[config.mk]
export PLATFORM = sky130hd
export DESIGN_NAME = avalon_seg_writer_de1soc_flat
export DESIGN_NICKNAME = d
export VERILOG_FILES = /design/src/rtl/avalon_seg_writer_de1soc_pkg.sv /design/src/rtl/avalon_seg_writer_de1soc_if.sv /design/src/rtl/avalon_seg_writer_de1soc_bcd.sv /design/src/rtl/avalon_seg_writer_de1soc.sv /design/src/flat_wrapper.sv
export SDC_FILE = /design/constraint.sdc
export NUM_CORES = 1
export LEC_CHECK = 0
export BUFFER_PORTS_ARGS = -buffer_cell sky130_fd_sc_hd__buf_4
export CAP_MARGIN = 30
export CORE_MARGIN = 2
export CORE_UTILIZATION = 42
export CTS_CLUSTER_DIAMETER = 50
export DETAILED_ROUTE_END_ITERATION = 16
export GPL_TIMING_DRIVEN = 0
export HOLD_SLACK_MARGIN = 0.15
export PLACE_DENSITY_LB_ADDON = 0.05
export SETUP_SLACK_MARGIN = 0.1
export SYNTH_ARGS = -nofsm -noshare
export SYNTH_HDL_FRONTEND = slang
export SYNTH_HIERARCHICAL = 1
export SYNTH_SLANG_ARGS = --single-unit
[constraint.sdc]
create_clock -name clk -period 2.6 [get_ports clk]
set_input_delay 0.65 -clock clk [delete_from_list [all_inputs] [get_ports clk]]
set_output_delay 0.65 -clock clk [all_outputs]
set_load 0.01 [all_outputs]
[src/rtl/avalon_seg_writer_de1soc_pkg.sv]
// Shared types and constants for the DE1-SoC seven-segment Avalon writer.
package seg_writer_pkg;

    typedef enum logic [1:0] {IDLE, CONVERT, WRITE} state_t;

    typedef logic [3:0] bcd_digit_t;

    localparam logic [3:0] BYTEEN_DIGIT = 4'b0001;

    // Largest value that fits in n decimal digits; used as the clamp limit.
    function automatic longint unsigned pow10_max(input int n);
        longint unsigned p;
        p = 64'd1;
        for (int i = 0; i < n; i++) p = p * 64'd10;
        return p - 64'd1;
    endfunction

endpackage

[src/rtl/avalon_seg_writer_de1soc_if.sv]
// Value handshake plus Avalon-MM write master signals of the segment writer.
interface avalon_seg_writer_de1soc_if #(
    parameter int DATA_W = 20
);
    logic [DATA_W-1:0] value_i;
    logic              valid_i;
    logic              ready_o;
    logic              done_o;
    logic              overflow_o;
    logic [2:0]        avm_address_o;
    logic [3:0]        avm_byteenable_o;
    logic              avm_write_o;
    logic [31:0]       avm_writedata_o;
    logic              avm_waitrequest_i;

    modport master (
        input  value_i, valid_i, avm_waitrequest_i,
        output ready_o, done_o, overflow_o,
        output avm_address_o, avm_byteenable_o, avm_write_o, avm_writedata_o
    );

    modport slave (
        output value_i, valid_i, avm_waitrequest_i,
        input  ready_o, done_o, overflow_o,
        input  avm_address_o, avm_byteenable_o, avm_write_o, avm_writedata_o
    );
endinterface

[src/rtl/avalon_seg_writer_de1soc_bcd.sv]
// Sequential double-dabble: one add-3/shift step per cycle, DATA_W steps per value.
module bin_to_bcd_seq
    import seg_writer_pkg::*;
#(
    parameter int DATA_W      = 20,
    parameter int NUM_SEGMENT = 6
) (
    input  logic                              clk,
    input  logic                              rst_n,
    input  logic                              start_i,
    input  logic [DATA_W-1:0]                 value_i,
    output logic                              busy_o,
    output logic                              done_o,
    output bcd_digit_t [NUM_SEGMENT-1:0]      bcd_o
);
    localparam int CNT_W = $clog2(DATA_W + 1);
    localparam int BCD_W = NUM_SEGMENT * 4;

    logic [DATA_W-1:0] bin_q, bin_d;
    logic [BCD_W-1:0]  bcd_q, bcd_d, bcd_adj;
    logic [CNT_W-1:0]  cnt_q, cnt_d;
    logic              busy_q, busy_d;
    logic              last;

    // High during the final shift; the result is in bcd_q from the next cycle.
    assign last = busy_q && (cnt_q == CNT_W'(DATA_W - 1));

    always_comb begin
        bcd_adj = bcd_q;
        for (int i = 0; i < NUM_SEGMENT; i++) begin
            if (bcd_q[4*i +: 4] >= 4'd5) bcd_adj[4*i +: 4] = bcd_q[4*i +: 4] + 4'd3;
        end
        bin_d  = bin_q;
        bcd_d  = bcd_q;
        cnt_d  = cnt_q;
        busy_d = busy_q;
        if (start_i) begin
            bin_d  = value_i;
            bcd_d  = '0;
            cnt_d  = '0;
            busy_d = 1'b1;
        end else if (busy_q) begin
            bin_d  = bin_q << 1;
            bcd_d  = {bcd_adj[BCD_W-2:0], bin_q[DATA_W-1]};
            cnt_d  = cnt_q + 1'b1;
            busy_d = !last;
        end
    end

    always_ff @(posedge clk or negedge rst_n) begin
        if (!rst_n) begin
            bin_q  <= '0;
            bcd_q  <= '0;
            cnt_q  <= '0;
            busy_q <= 1'b0;
        end else begin
            bin_q  <= bin_d;
            bcd_q  <= bcd_d;
            cnt_q  <= cnt_d;
            busy_q <= busy_d;
        end
    end

    assign busy_o = busy_q;
    assign done_o = last;
    assign bcd_o  = bcd_q;
endmodule

[src/rtl/avalon_seg_writer_de1soc.sv]
// Converts a binary value to BCD and writes only the changed digits to the
// seven-segment slave, one word per digit.
module avalon_seg_writer_de1soc
    import seg_writer_pkg::*;
#(
    parameter int NUM_SEGMENT = 6,
    parameter int DATA_W      = 20
) (
    input  logic                       clk,
    input  logic                       rst_n,
    avalon_seg_writer_de1soc_if.master bus
);
    localparam int              IDX_W       = $clog2(NUM_SEGMENT + 1);
    localparam longint unsigned CLAMP_MAX   = pow10_max(NUM_SEGMENT);
    localparam logic [63:0]     CLAMP_MAX_V = 64'(CLAMP_MAX);

    state_t                        state_q, state_d;
    logic [IDX_W-1:0]              nxt_q, nxt_d;
    bcd_digit_t [NUM_SEGMENT-1:0]  shadow_q, shadow_d;
    logic                          shadow_valid_q, shadow_valid_d;
    logic                          clamp_hit_q, clamp_hit_d;
    logic                          ready_q, ready_d;
    logic                          done_q, done_d;
    logic                          overflow_q, overflow_d;
    logic                          avm_write_q, avm_write_d;
    logic [2:0]                    avm_address_q, avm_address_d;
    logic [3:0]                    avm_byteenable_q, avm_byteenable_d;
    logic [31:0]                   avm_writedata_q, avm_writedata_d;

    logic                          accept, clamp, conv_busy, conv_done;
    logic [DATA_W-1:0]             conv_value;
    bcd_digit_t [NUM_SEGMENT-1:0]  digits;
    bcd_digit_t                    sel_digit, sel_shadow;

    assign accept     = (state_q == IDLE) && bus.valid_i && !conv_busy;
    assign clamp      = 64'(bus.value_i) > CLAMP_MAX_V;
    assign conv_value = clamp ? CLAMP_MAX_V[DATA_W-1:0] : bus.value_i;

    bin_to_bcd_seq #(
        .DATA_W      (DATA_W),
        .NUM_SEGMENT (NUM_SEGMENT)
    ) u_bcd (
        .clk     (clk),
        .rst_n   (rst_n),
        .start_i (accept),
        .value_i (conv_value),
        .busy_o  (conv_busy),
        .done_o  (conv_done),
        .bcd_o   (digits)
    );

    always_comb begin
        state_d          = state_q;
        nxt_d            = nxt_q;
        shadow_d         = shadow_q;
        shadow_valid_d   = shadow_valid_q;
        clamp_hit_d      = accept && clamp;
        overflow_d       = clamp_hit_q;
        done_d           = 1'b0;
        avm_write_d      = 1'b0;
        avm_address_d    = '0;
        avm_byteenable_d = '0;
        avm_writedata_d  = '0;
        sel_digit        = '0;
        sel_shadow       = '0;
        for (int k = 0; k < NUM_SEGMENT; k++) begin
            if (k == int'(nxt_q)) begin
                sel_digit  = digits[k];
                sel_shadow = shadow_q[k];
            end
        end

        case (state_q)
            IDLE: if (accept) state_d = CONVERT;
            CONVERT: begin
                if (conv_done) begin
                    state_d = WRITE;
                    nxt_d   = '0;
                end
            end
            WRITE: begin
                if (avm_write_q && bus.avm_waitrequest_i) begin
                    avm_write_d      = 1'b1;
                    avm_address_d    = avm_address_q;
                    avm_byteenable_d = avm_byteenable_q;
                    avm_writedata_d  = avm_writedata_q;
                end else begin
                    // The write on the bus (if any) completes here; present the next digit.
                    if (avm_write_q) begin
                        for (int k = 0; k < NUM_SEGMENT; k++) begin
                            if (k == int'(avm_address_q)) shadow_d[k] = avm_writedata_q[3:0];
                        end
                    end
                    if (nxt_q == IDX_W'(NUM_SEGMENT)) begin
                        state_d        = IDLE;
                        shadow_valid_d = 1'b1;
                        done_d         = 1'b1;
                    end else begin
                        if (!shadow_valid_q || sel_digit != sel_shadow) begin
                            avm_write_d      = 1'b1;
                            avm_address_d    = 3'(nxt_q);
                            avm_byteenable_d = BYTEEN_DIGIT;
                            avm_writedata_d  = {28'b0, sel_digit};
                        end
                        nxt_d = nxt_q + 1'b1;
                    end
                end
            end
            default: state_d = IDLE;
        endcase

        ready_d = (state_d == IDLE);
    end

    always_ff @(posedge clk or negedge rst_n) begin
        if (!rst_n) begin
            state_q          <= IDLE;
            nxt_q            <= '0;
            shadow_q         <= '0;
            shadow_valid_q   <= 1'b0;
            clamp_hit_q      <= 1'b0;
            ready_q          <= 1'b1;
            done_q           <= 1'b0;
            overflow_q       <= 1'b0;
            avm_write_q      <= 1'b0;
            avm_address_q    <= '0;
            avm_byteenable_q <= '0;
            avm_writedata_q  <= '0;
        end else begin
            state_q          <= state_d;
            nxt_q            <= nxt_d;
            shadow_q         <= shadow_d;
            shadow_valid_q   <= shadow_valid_d;
            clamp_hit_q      <= clamp_hit_d;
            ready_q          <= ready_d;
            done_q           <= done_d;
            overflow_q       <= overflow_d;
            avm_write_q      <= avm_write_d;
            avm_address_q    <= avm_address_d;
            avm_byteenable_q <= avm_byteenable_d;
            avm_writedata_q  <= avm_writedata_d;
        end
    end

    assign bus.ready_o          = ready_q;
    assign bus.done_o           = done_q;
    assign bus.overflow_o       = overflow_q;
    assign bus.avm_write_o      = avm_write_q;
    assign bus.avm_address_o    = avm_address_q;
    assign bus.avm_byteenable_o = avm_byteenable_q;
    assign bus.avm_writedata_o  = avm_writedata_q;
endmodule

[src/flat_wrapper.sv]
// flat-port wrapper written by rule: the top's interface ports become plain ports
module avalon_seg_writer_de1soc_flat import seg_writer_pkg::*;
#(
    parameter int NUM_SEGMENT = 6,
    parameter int DATA_W      = 20
)
  (clk, rst_n, bus_value_i, bus_valid_i, bus_avm_waitrequest_i, bus_ready_o, bus_done_o, bus_overflow_o, bus_avm_address_o, bus_avm_byteenable_o, bus_avm_write_o, bus_avm_writedata_o);
  avalon_seg_writer_de1soc_if #(.DATA_W(DATA_W)) bus_i ();
  input  logic clk;
  input  logic rst_n;
  input wire logic [$bits(bus_i.value_i)-1:0] bus_value_i;
  input wire logic [$bits(bus_i.valid_i)-1:0] bus_valid_i;
  input wire logic [$bits(bus_i.avm_waitrequest_i)-1:0] bus_avm_waitrequest_i;
  output wire logic [$bits(bus_i.ready_o)-1:0] bus_ready_o;
  output wire logic [$bits(bus_i.done_o)-1:0] bus_done_o;
  output wire logic [$bits(bus_i.overflow_o)-1:0] bus_overflow_o;
  output wire logic [$bits(bus_i.avm_address_o)-1:0] bus_avm_address_o;
  output wire logic [$bits(bus_i.avm_byteenable_o)-1:0] bus_avm_byteenable_o;
  output wire logic [$bits(bus_i.avm_write_o)-1:0] bus_avm_write_o;
  output wire logic [$bits(bus_i.avm_writedata_o)-1:0] bus_avm_writedata_o;
  assign bus_i.value_i = bus_value_i;
  assign bus_i.valid_i = bus_valid_i;
  assign bus_i.avm_waitrequest_i = bus_avm_waitrequest_i;
  assign bus_ready_o = bus_i.ready_o;
  assign bus_done_o = bus_i.done_o;
  assign bus_overflow_o = bus_i.overflow_o;
  assign bus_avm_address_o = bus_i.avm_address_o;
  assign bus_avm_byteenable_o = bus_i.avm_byteenable_o;
  assign bus_avm_write_o = bus_i.avm_write_o;
  assign bus_avm_writedata_o = bus_i.avm_writedata_o;
  avalon_seg_writer_de1soc #(.NUM_SEGMENT(NUM_SEGMENT), .DATA_W(DATA_W)) u_core (.clk(clk), .rst_n(rst_n), .bus(bus_i));
endmodule
==> run_summary.xml <==
<?xml version="1.0" encoding="UTF-8"?>
<metrics>
  <group name="synthesis">
    <metric name="post-synth-top-area-fraction" unit="">0.416</metric>
    <metric name="cell_taking_the_most_area_after_synthesis" unit="">dfrtp_1</metric>
    <metric name="synth_area" unit="µm²">5530</metric>
    <metric name="synth.top_cells.by_area" unit="">dfrtp_1, buf_4, nand2_1</metric>
    <metric name="post_synth_edffs" unit="">0</metric>
    <metric name="postSynthCellCount" unit="">574</metric>
    <metric name="yosysWarnings" unit="">6</metric>
    <metric name="synth.ff_latch_count" unit="">93</metric>
    <metric name="sequential_fraction_of_the_synthesis_area" unit="">0.421</metric>
    <metric name="netlist-cell-type-count" unit="">65</metric>
    <metric name="ys.flop_type" unit="">dfrtp_1</metric>
    <metric name="syn_area_per_cell" unit="µm²">9.63</metric>
    <metric name="ys_async_sr_fraction" unit="">1.00</metric>
  </group>
  <group name="clocking">
    <metric name="clock-sinks" unit="">93</metric>
    <metric name="cts_made_buffers" unit="">9</metric>
    <metric name="htreeDepth" unit="">3</metric>
    <metric name="clk_transition_reported_paths" unit="ns">0.06</metric>
    <metric name="cts_buffer_depth" unit="">2</metric>
    <metric name="tritoncts_clock_tree" unit="">done</metric>
    <metric name="clk_root_buf" unit="">clkbuf_16</metric>
    <metric name="clock_insertion_delay_at_the_later_pin_of_the_skew_report" unit="ns">0.35</metric>
  </group>
  <group name="routing">
    <metric name="firstDrtPassIters" unit="">4</metric>
    <metric name="final_antenna_net_count" unit="">0</metric>
    <metric name="total_vias_in_the_final_route" unit="">4391</metric>
    <metric name="drt-initial-drc-count" unit="">249</metric>
    <metric name="post-route-drc-count" unit="">0</metric>
    <metric name="vias_per_cell" unit="">5.24</metric>
    <metric name="detail_route.wirelength" unit="mm">13.7</metric>
    <metric name="avgRoutedWirePerCell" unit="µm">16.3</metric>
  </group>
  <group name="power">
    <metric name="cellLeakagePower" unit="nW">3.12</metric>
    <metric name="irDropWorstVdd" unit="µV">472</metric>
    <metric name="power.density_cell_area" unit="nW/µm²">1130</metric>
  </group>
  <group name="timing">
    <metric name="worst_slack" unit="ns">0.182</metric>
    <metric name="tightestPinTransition" unit="ns">0.625</metric>
    <metric name="max-slew-margin-rel" unit="">0.582</metric>
    <metric name="tns" unit="ns">0</metric>
    <metric name="clock.fmax" unit="MHz">413</metric>
    <metric name="hold_vio_cnt_final" unit="">0</metric>
    <metric name="rsz0062_at_grt" unit="">yes</metric>
    <metric name="final.setup_skew" unit="ns">0.00574</metric>
    <metric name="period_needed" unit="ns">2.42</metric>
    <metric name="holdWs" unit="ns">0.264</metric>
    <metric name="report.final.slew_viol_count" unit="">0</metric>
    <metric name="fin_crit_sh" unit="">0.930</metric>
    <metric name="setup_violations" unit="">0</metric>
  </group>
  <group name="grt">
    <metric name="antenna_violations_before_repair" unit="">0</metric>
    <metric name="grt_max_degree" unit="">59</metric>
    <metric name="grt_pass1_wl" unit="mm">22.5</metric>
    <metric name="grt_pass1_vias" unit="">4376</metric>
    <metric name="overflow" unit="">0</metric>
    <metric name="grt_overall_usage" unit="">0.201</metric>
  </group>
  <group name="hold_path">
    <metric name="holdCritPathClass" unit="">primary input to async pin</metric>
  </group>
  <group name="placement">
    <metric name="postPlaceCellArea" unit="µm²">6150</metric>
    <metric name="dpl.hpwl" unit="mm">9.81</metric>
    <metric name="place_congestion" unit="">0.835</metric>
    <metric name="numPortBuffers" unit="">35</metric>
    <metric name="placed_cells" unit="">813</metric>
    <metric name="detailedPlace.worstSlack" unit="ns">-0.272</metric>
  </group>
  <group name="finish">
    <metric name="num-fill-cells" unit="">1233</metric>
    <metric name="nets" unit="">703</metric>
    <metric name="synthToLayoutAreaGrowth" unit="%">20.8</metric>
    <metric name="ratio_of_cells_with_drive_above_1_in_the_final_layout" unit="">0.266</metric>
    <metric name="stdcell_count" unit="">838</metric>
    <metric name="antenna-diode-count" unit="">0</metric>
    <metric name="stdcell_area" unit="µm²">6680</metric>
  </group>
  <group name="floorplan">
    <metric name="floorplan.core_area" unit="µm²">12700</metric>
    <metric name="initial_utilization" unit="">0.435</metric>
    <metric name="number_of_placement_rows" unit="">41</metric>
    <metric name="floorplan.io_pins" unit="">67</metric>
    <metric name="die-height" unit="µm">119</metric>
    <metric name="die_area" unit="µm²">14100</metric>
    <metric name="die_w" unit="µm">119</metric>
  </group>
  <group name="setup_path">
    <metric name="worstPathRequired" unit="ns">2.83</metric>
    <metric name="setup.worst_path.start_class" unit="">flop</metric>
    <metric name="critPathKind" unit="">flop to flop</metric>
    <metric name="worstPathMaxFanout" unit="">10</metric>
    <metric name="endpoint_kind" unit="">flop</metric>
    <metric name="critical_path_arrival" unit="ns">2.65</metric>
  </group>
  <group name="flow_run">
    <metric name="drv_cap" unit="">0</metric>
  </group>
  <group name="outcome">
    <metric name="run_status" unit="">complete, no violations</metric>
  </group>
</metrics>
==> worst max-delay path, stage by stage (launching register included) <==
cell,delay [ns]
dfrtp_2,0.42
buf_4,0.15
ha_4,0.18
buf_6,0.15
nand3b_1,0.17
a221oi_2,0.36
a211o_1,0.15
nand3_1,0.13
nor4_4,0.30
buf_4,0.20
o31ai_1,0.07
==> metal layers <==
layer / vias to the layer above / GRT usage / wire [µm]
li1: 2132 / - / -
met1: 2154 / 0.253 / 6160
met2: 92 / 0.346 / 6880
met3: 13 / 0.0275 / 426
met4: 0 / 0.0848 / 195
met5: - / 0 / 0
==> where the power goes <==
group	switching (W)	leakage [nW]	internal, W
clock network	0.000555	0.141	0.000772
registers	0.000445	1.21	0.00186
logic	0.00209	1.77	0.00182
total	0.00309	3.12	0.00445
==> cell usage in the layout, fill, tap and decap left out, types with 8 or more instances in the layout <==
cell	count
nand4_1	9
dfrtp_1	90
o21ai_0	33
nand3_1	11
buf_2	10
inv_1	22
nand2_1	70
clkbuf_1	13
conb_1	31
mux2i_1	21
a21oi_1	22
mux2_2	22
clkbuf_16	9
ha_1	14
nor2_1	17
nand2b_1	20
o21ai_1	22
buf_4	77
xor2_1	8
nand3b_1	8
and2_1	10
buf_6	13
==> repair_timing <==
item                                    CTS  global route
resized for setup                        15            28
endpoints found under the setup margin    9            13
cloned                                    0             1
setup buffers                             2             6
hold buffers                              0             0
pin swaps                                 2            12
==> sequential cells by signal, indices dropped and copies added (netlist names), 2 cells and up <==
name	cells
u_core/shadow_q	24
u_core/bus.avm_address_o	3
u_core/state_q	2
u_core/bus.avm_writedata_o	4
u_core/u_bcd/bin_q	20
u_core/u_bcd/bcd_o	24
u_core/u_bcd/cnt_q	5
u_core/nxt_q	3
==> per-stage QoR <==
stage,utilization,total power (W)
6_report,0.525,0.00753
5_1_grt,0.525,0.00809
4_1_cts,0.512,0.00720
3_5_place_dp,0.484,0.00569
3_3_place_gp,0.481,0.00560
2_1_floorplan,-,0.00482
==> area by class of cell <==
| cell class | instances | area [µm²] | area share |
|---|---|---|---|
| inverters | 26 | 100 | 0.0150 |
| well taps | 172 | 215 | 0.0322 |
| plain buffers | 64 | 469 | 0.0702 |
| repair buffers | 46 | 367 | 0.0549 |
| flip-flops and latches | 93 | 2330 | 0.349 |
| clock buffers | 14 | 254 | 0.0380 |
| clock inverters | 2 | 35.0 | 0.00524 |
| multi-input cells | 421 | 2910 | 0.435 |
==> cell usage after synthesis, types with 9 or more instances <==
master / instances
clkbuf_1: 9
mux2i_1: 21
a21oi_1: 22
buf_2: 12
buf_4: 36
and2_1: 10
mux2_2: 22
nand2b_1: 20
o21ai_0: 36
inv_1: 26
ha_1: 18
nand4_1: 9
nand2_1: 70
nand3_1: 11
dfrtp_1: 92
o21ai_1: 19
nor2_1: 17
==> final timing paths <==
path                                    startpoint  slack [ns]  cells past startpoint                             to
max in group asynchronous                    rst_n        1.64                      2             u_core/bus.ready_o
worst min-delay path                         rst_n        0.26                      1            u_core/shadow_q[11]
worst max-delay path               u_core/nxt_q[0]        0.18                     10  u_core/bus.avm_writedata_o[1]
worst min register to register  u_core/clamp_hit_q        0.36                      0          u_core/bus.overflow_o
worst max register to register     u_core/nxt_q[0]        0.18                     10  u_core/bus.avm_writedata_o[1]
min in group clk                u_core/clamp_hit_q        0.36                      0          u_core/bus.overflow_o
==> cells by family (layout without fill, tap and decap cells) <==
group | count (synthesis) | after routing | share of synthesized area
AO/OA/AOI/OAI | 135 | 135 | 0.161
adder cells (fa/ha/maj) | 18 | 18 | 0.0407
other | 1 | 31 | 0.000678
flip-flops | 93 | 93 | 0.421
XOR/XNOR | 11 | 11 | 0.0174
multiplexers | 43 | 43 | 0.0828
AND/OR/NAND/NOR | 183 | 183 | 0.178
buffers and inverters | 90 | 152 | 0.0978
No activity file was read; power rests on OpenSTA's default activity.
